`src/rtl/mac_operand_sequencer.sv`:
```
// Operand sequencer for the MAC block: buffers two operand vectors, streams them
// pair-by-pair into the MAC, flushes its pipeline and captures the accumulated result.
module mac_operand_sequencer #(
    parameter int DATA_W       = 16,
    parameter int DEPTH        = 16,
    parameter int AW           = 4,
    parameter int DRAIN_CYCLES = 2
) (
    input  logic              clk,
    input  logic              rst,
    input  logic              wr_en,
    input  logic [AW-1:0]     wr_addr,
    input  logic [DATA_W-1:0] wr_a,
    input  logic [DATA_W-1:0] wr_b,
    input  logic              start,
    input  logic [AW:0]       len,
    input  logic              abort,
    output logic              mac_rst,
    output logic              mac_enable,
    output logic [DATA_W-1:0] mac_a,
    output logic [DATA_W-1:0] mac_b,
    input  logic [DATA_W-1:0] mac_acc,
    output logic              busy,
    output logic              done,
    output logic [DATA_W-1:0] result
);

    localparam int          DCW      = (DRAIN_CYCLES > 1) ? $clog2(DRAIN_CYCLES) : 1;
    localparam logic [AW:0] LEN_MAX  = (AW+1)'(DEPTH);
    localparam logic [AW:0] LEN_ONE  = (AW+1)'(1);
    localparam logic [DCW-1:0] DRAIN_LAST = DCW'(DRAIN_CYCLES - 1);

    // ST_ABORT is the forced one-cycle MAC reset that follows a cancelled run.
    typedef enum logic [2:0] {
        ST_IDLE, ST_CLEAR, ST_STREAM, ST_DRAIN, ST_CAPTURE, ST_ABORT
    } state_e;

    state_e              state_q, state_d;
    logic [AW:0]         len_q, len_d;
    logic [AW-1:0]       idx_q, idx_d;
    logic [DCW-1:0]      drain_q, drain_d;
    logic                done_q, done_d;
    logic [DATA_W-1:0]   result_q, result_d;
    logic                run_active;

    logic [DATA_W-1:0]   buf_a [DEPTH];
    logic [DATA_W-1:0]   buf_b [DEPTH];

    assign run_active = (state_q == ST_CLEAR) || (state_q == ST_STREAM) ||
                        (state_q == ST_DRAIN) || (state_q == ST_CAPTURE);

    // NOTE: the operand buffers carry no reset; their contents are don't-care until written.
    always_ff @(posedge clk) begin
        if (wr_en && (state_q == ST_IDLE)) begin
            buf_a[wr_addr] <= wr_a;
            buf_b[wr_addr] <= wr_b;
        end
    end

    // NOTE: sequential state uses non-blocking assignments so every register samples pre-edge values.
    always_ff @(posedge clk) begin
        if (rst) begin
            state_q  <= ST_IDLE;
            len_q    <= '0;
            idx_q    <= '0;
            drain_q  <= '0;
            done_q   <= 1'b0;
            result_q <= '0;
        end else begin
            state_q  <= state_d;
            len_q    <= len_d;
            idx_q    <= idx_d;
            drain_q  <= drain_d;
            done_q   <= done_d;
            result_q <= result_d;
        end
    end

    // NOTE: every combinational output gets a default first, so no path can infer a latch.
    always_comb begin
        state_d = state_q;
        unique case (state_q)
            ST_IDLE:    if (start) state_d = ST_CLEAR;
            ST_CLEAR:   state_d = (len_q == '0) ? ST_DRAIN : ST_STREAM;
            ST_STREAM:  if ({1'b0, idx_q} == (len_q - LEN_ONE)) state_d = ST_DRAIN;
            ST_DRAIN:   if (drain_q == DRAIN_LAST) state_d = ST_CAPTURE;
            ST_CAPTURE: state_d = ST_IDLE;
            ST_ABORT:   state_d = ST_IDLE;
            default:    state_d = ST_IDLE;
        endcase
        if (abort && run_active) state_d = ST_ABORT;
    end

    always_comb begin
        len_d = len_q;
        if ((state_q == ST_IDLE) && start) len_d = (len > LEN_MAX) ? LEN_MAX : len;
        idx_d    = (state_q == ST_STREAM) ? idx_q + 1'b1 : '0;
        drain_d  = (state_q == ST_DRAIN) ? drain_q + 1'b1 : '0;
        done_d   = (state_q == ST_CAPTURE) && !abort;
        result_d = done_d ? mac_acc : result_q;
    end

    always_comb begin
        busy       = run_active;
        mac_rst    = rst || (state_q == ST_CLEAR) || (state_q == ST_ABORT);
        mac_enable = (state_q == ST_STREAM) || (state_q == ST_DRAIN);
        mac_a      = '0;
        mac_b      = '0;
        if (state_q == ST_STREAM) begin
            mac_a = buf_a[idx_q];
            mac_b = buf_b[idx_q];
        end
    end

    assign done   = done_q;
    assign result = result_q;

endmodule
```
`config.mk`:
```
export PLATFORM = sky130hd
export DESIGN_NAME = mac_operand_sequencer
export DESIGN_NICKNAME = d
export VERILOG_FILES = /design/src/rtl/mac_operand_sequencer.sv
export SDC_FILE = /design/constraint.sdc
export NUM_CORES = 1
export LEC_CHECK = 0
export BUFFER_PORTS_ARGS = -buffer_cell sky130_fd_sc_hd__buf_2
export CAP_MARGIN = 20
export CORE_AREA = 2 2 219 221
export DETAILED_ROUTE_END_ITERATION = 12
export DIE_AREA = 0 0 221 223
export SETUP_SLACK_MARGIN = 0.15
export SYNTH_ARGS = -nofsm -noshare
export SYNTH_HDL_FRONTEND = slang
export SYNTH_SLANG_ARGS = --single-unit
```
`constraint.sdc`:
```
create_clock -name clk -period 7.9 [get_ports clk]
set_clock_uncertainty 0.05 [all_clocks]
set_input_delay 0.79 -clock clk [delete_from_list [all_inputs] [get_ports clk]]
set_output_delay 0.79 -clock clk [all_outputs]
set_load 0.02 [all_outputs]
```
**Word-level counts from Yosys, hierarchy flattened**

Memories as Yosys holds them, arrays and structs flattened. A register that Yosys moved wholly into a read port is not among the register bits.
Cells that the tools add are included.

- Register bits: 30
- Bits in writable memories: 512
- Memories kept: 2

- Add/subtract/negate cells: 3
- $lt $le $gt $ge: 1
- Equal/unequal tests: 12
- Multiplexer cells: 13
- Bitwise gates (word level): 2
- Reductions and logical operators: 18

Memories:

| name | depth | bits a word | read ports | clocked after memory_dff | write ports | line | RTL |
|---|---|---|---|---|---|---|---|
| buf_a | 16 | 16 | 1 | 1 | 1 | 46 | `logic [DATA_W-1:0] buf_a [DEPTH];` |
| buf_b | 16 | 16 | 1 | 1 | 1 | 47 | `logic [DATA_W-1:0] buf_b [DEPTH];` |

Operators with widths:

| kind | number |
|---|---|
| two-way mux 16 bit | 2 |
| two-way mux 3 bit | 4 |
| case mux 3 bit (4 select lines) | 1 |
| two-way mux 4 bit | 2 |
| equality test 3 x 2 -> 1 bit (second input constant) | 2 |
| equality test 3 bit (second input constant) | 2 |
| logical OR 1 bit | 6 |
| AND reduction 3 bit | 2 |
| OR reduction 2 bit | 3 |
| equality test 4 x 5 -> 1 bit | 1 |
| greater-than comparator 5 bit (second input constant) | 1 |
| zero test 5 bit | 1 |
| two-way mux 5 bit | 1 |
| subtractor 5 x 1 -> 5 bit (second input constant) | 1 |
| adder 4 x 1 -> 4 bit (second input constant) | 1 |
| logical AND 1 bit | 4 |
| inequality test 2 bit (second input constant) | 2 |
| equality test 3 x 1 -> 1 bit (second input constant) | 1 |
| zero test 3 bit | 1 |
| two-way mux 1 bit | 3 |
| inequality test 3 x 1 -> 1 bit (second input constant) | 1 |
| inequality test 3 x 2 -> 1 bit (second input constant) | 1 |
| inequality test 3 bit (second input constant) | 1 |
| inequality test 2 x 1 -> 1 bit (second input constant) | 1 |
| 3 further kinds | 4 |

**Logic depth before layout (Yosys ltp)**

- Depth after elaboration: 7
- Depth in mapped cells: 8
- Depth with buffers taken out: 6

**Worst setup path after synthesis**

OpenSTA, ideal clock, no wires.

- Path kind: reg-to-reg
- Start point: register state_q[2]
- End point: memory buf_a[0][0] (enable)
- Setup time: 461 ps
- Data arrival time: 3444 ps
- Data required time: 7389 ps
- Setup slack: 3945 ps
- Cell stages (with the launch flop): 6
- Path buffers: 1
- Period minus slack after synthesis: 3955 ps
- Path through: dfxtp_1 -> buf_2 -> nor3_2 -> nand2_1 -> or3_1 -> nor3_1

- Word-level cells in the longest chain between the ends: 4

RTL lines:

| what | line | RTL |
|---|---|---|
| start: declaration | 38 | `state_e state_q, state_d;` |
| start signal: assignment | 70 | `state_q <= state_d;` |
| zero test 3 bit | 54 | `if (wr_en && (state_q == ST_IDLE)) begin` |
| logical AND 1 bit | 54 |  |
| two-way mux 1 bit | 54 |  |
| two-way mux 1 bit (not written as such) | 55 | `buf_a[wr_addr] <= wr_a;` |
| end: declaration | 46 |  |

No other way between the ends.

==> flow_summary.toml <==
[timing]
timing.setup.tns_ps = 0
rsz0062_at_grt = "no"
slew_headroom = 0.297
fin_ws_ps = 3450
fin_crit_sh = 0.564
slew_viol_final = 0
fmax_mhz = 225
tightest_slew_ps = 1050
setup_viol = 0
hold_viol = 0
period_minus_slack_ps = 4450

[power]
vdd.ir_drop.worst_uv = 160
clkPwrFrac = 0.433
p_switching_w = 0.00122
combPwrFrac = 0.037
power.density_nw_per_um2 = 250
switching_share = 0.202
share_seq_of_total_power = 0.530
cell_internal_pwr_w = 0.00482
p_leak_nw = 7.47

[worst_hold_path]
hold_class = "input port to flop"

[grt]
grt_use_met3 = 0.0382
track_usage = 0.186
grt_overflow = 0
grt_pass1_vias = 10507
use_met1 = 0.264
antenna_found_initial = 3
grtUsageMet2 = 0.303
busiest_layer = "met2"
grt_max_degree = 110
grt_first_pass_wirelength_um = 67700

[floorplanning]
initial_core_util = 0.445
rows = 80
die_x_um = 221
core_um2 = 47100
chipHeight_um = 223
pin_count = 114
dieArea_um2 = 49300

[critical_path]
crit_type = "flop to primary output"
path_buf_inv = 2
critical_path.top_delay_family = "flip-flops"
cp_cell_sequence = "buf_12 > mux4_2 > nand2_1 > o31ai_1 > a221o_1 > buf_2"
worst_path_largest_cell_delay_ps = 900
critPathMaxFanout = 109
crit_path_end_kind = "primary output"
start_kind = "flop"
arrival_ps = 3610
critPathRequiredTime_ps = 7060
reg2reg_slack_ps = 5250
worst_path_max_delay_cell = "dfxtp_4"

[drt]
drc = 0
firstDrtPassIters = 5
via_count = 10248
wire_per_inst_um = 25.2
drt_iter0_drc = 862
ant_nets = 0
avgViaCountPerCell = 5.65
routed_wl_um = 45700

[layout]
design_area_um2 = 24100
area_growth_pct = 15.1
final_nets = 1217
layout.cells.most_common_list = "edfxtp_1 (512), mux4_2 (117), buf_2 (113)"
multi_input_area_um2 = 4790
layout_commonest_cell = "edfxtp_1"
stdcell_count = 1813
drive_gt1_frac = 0.303
nFillCells = 3678
final_core_util = 0.512
seqCellArea_um2 = 16000

[clocking]
clkLatencyLatePin_ps = 600
ctsResizeCount = 0
clock_sinks = 542
clockBufferDepth = 3
post_cts_buffers = 0
cts_tree = "done"
cts_hold_buf = 0
cts_made_buffers = 55
cts_root_buffer = "clkbuf_16"
clk_pin_slew_worst_paths_ps = 60
htreeDepth = 2

[logic_synthesis]
yosysWarnings = 0
yosys.area.top_type = "edfxtp_1"
synth_edf_count = 512
synth_top_area_frac = 0.733
synth_fp_nets = 1080
postSynthAreaPerCell_um2 = 20.6
synthesis.area_um2 = 21000
synthCells = 1016
synth-main-ff-cell = "edfxtp_1"
synth_cell_types = 52
ys_seq_area_frac = 0.762
synth-async-reset-ratio = 0
ys_seq_elements = 542
synth.area.top_cells = "edfxtp_1 (73%), mux4_2 (13%), dfxtp_1 (2.9%)"

[placed_design]
place_hpwl_um = 22000
place_ws_ps = 4010
dp_cells = 1711
place_area_um2 = 22300
gp_congestion = 0.711
portBuffers = 113

[run]
maxCapViolations = 0

[status]
status = "completed"
[power by group through the flow]
stage / clock network [W] / logic, W / registers (W)
after CTS: 0.00267 / 0.000224 / 0.00321
after global routing: 0.00277 / 0.000243 / 0.00321
final: 0.00262 / 0.000221 / 0.00320
after floorplan: 0 / 0.000131 / 0.00326
after detailed placement: 0 / 0.000224 / 0.00327
after global placement: 0 / 0.000221 / 0.00326
[synth_stat cells (6+ instances only)]
cell type    n
edfxtp_1   512
mux4_2     117
nand2_1     69
mux2i_1     56
dfxtp_1     30
nor2_1      22
a21oi_1     21
o22ai_1     21
buf_2       20
clkbuf_1    13
buf_4       12
nor2b_1     10
a211oi_1     9
nand4_1      8
a32oi_1      7
o211ai_1     7
nand2b_1     6
[sequential cells by signal, indices dropped and copies added, names as in the netlist]
signal / cells
len_q: 5
buf_a: 256
buf_b: 256
drain_q: 1
done: 1
state_q: 3
result: 16
idx_q: 4
[worst paths after layout]
kind	start	to	cells after the start
setup / recovery	idx_q[0]	mac_a[12]	6
hold / removal	mac_acc[13]	result[13]	3
setup reg to reg	state_q[2]	buf_b[3][1]	4
hold reg to reg	result[4]	result[4]	2
[routing by layer]
layer  part of all wire  routed length (um)  up-vias
li1                   -                   -     4480
met1               0.45               20500     5425
met2               0.48               21900      276
met3              0.056                2560       63
met4              0.015                 663        4
met5            0.00050                  23        -
[worst register-to-register path, stage by stage (launching register included)]
cell and delay [ps]:
dfxtp_1 480, nor3_2 410, nand4_1 430, nor3_2 220, buf_4 630
[layout make-up]
cell class,count,share of cell area
flip-flops and latches,542,0.663
multi-input cells,415,0.198
clock buffers,68,0.0600
well taps,615,0.0319
repair buffers,135,0.0308
clock inverters,33,0.0155
inverters,4,0.000622
diodes,1,0.000104
[metrics by stage]
stage | power, W | hold WS, ps
6_report | 0.00604 | 393
5_1_grt | 0.00622 | 376
4_1_cts | 0.00610 | 355
3_5_place_dp | 0.00349 | 394
3_3_place_gp | 0.00348 | 389
2_1_floorplan | 0.00339 | 395
[cell families after synthesis]
| group | share of synthesized area |
|---|---|
| muxes | 0.153 |
| xor gates and xnor gates | 0.00292 |
| and+or+nand+nor | 0.0384 |
| DFF | 0.762 |
| AOI/OAI and AO/OA | 0.0269 |
| adders and majority gates | 0.00119 |
| buffers and inverters | 0.0157 |
Power figures use the tool's default switching activity.
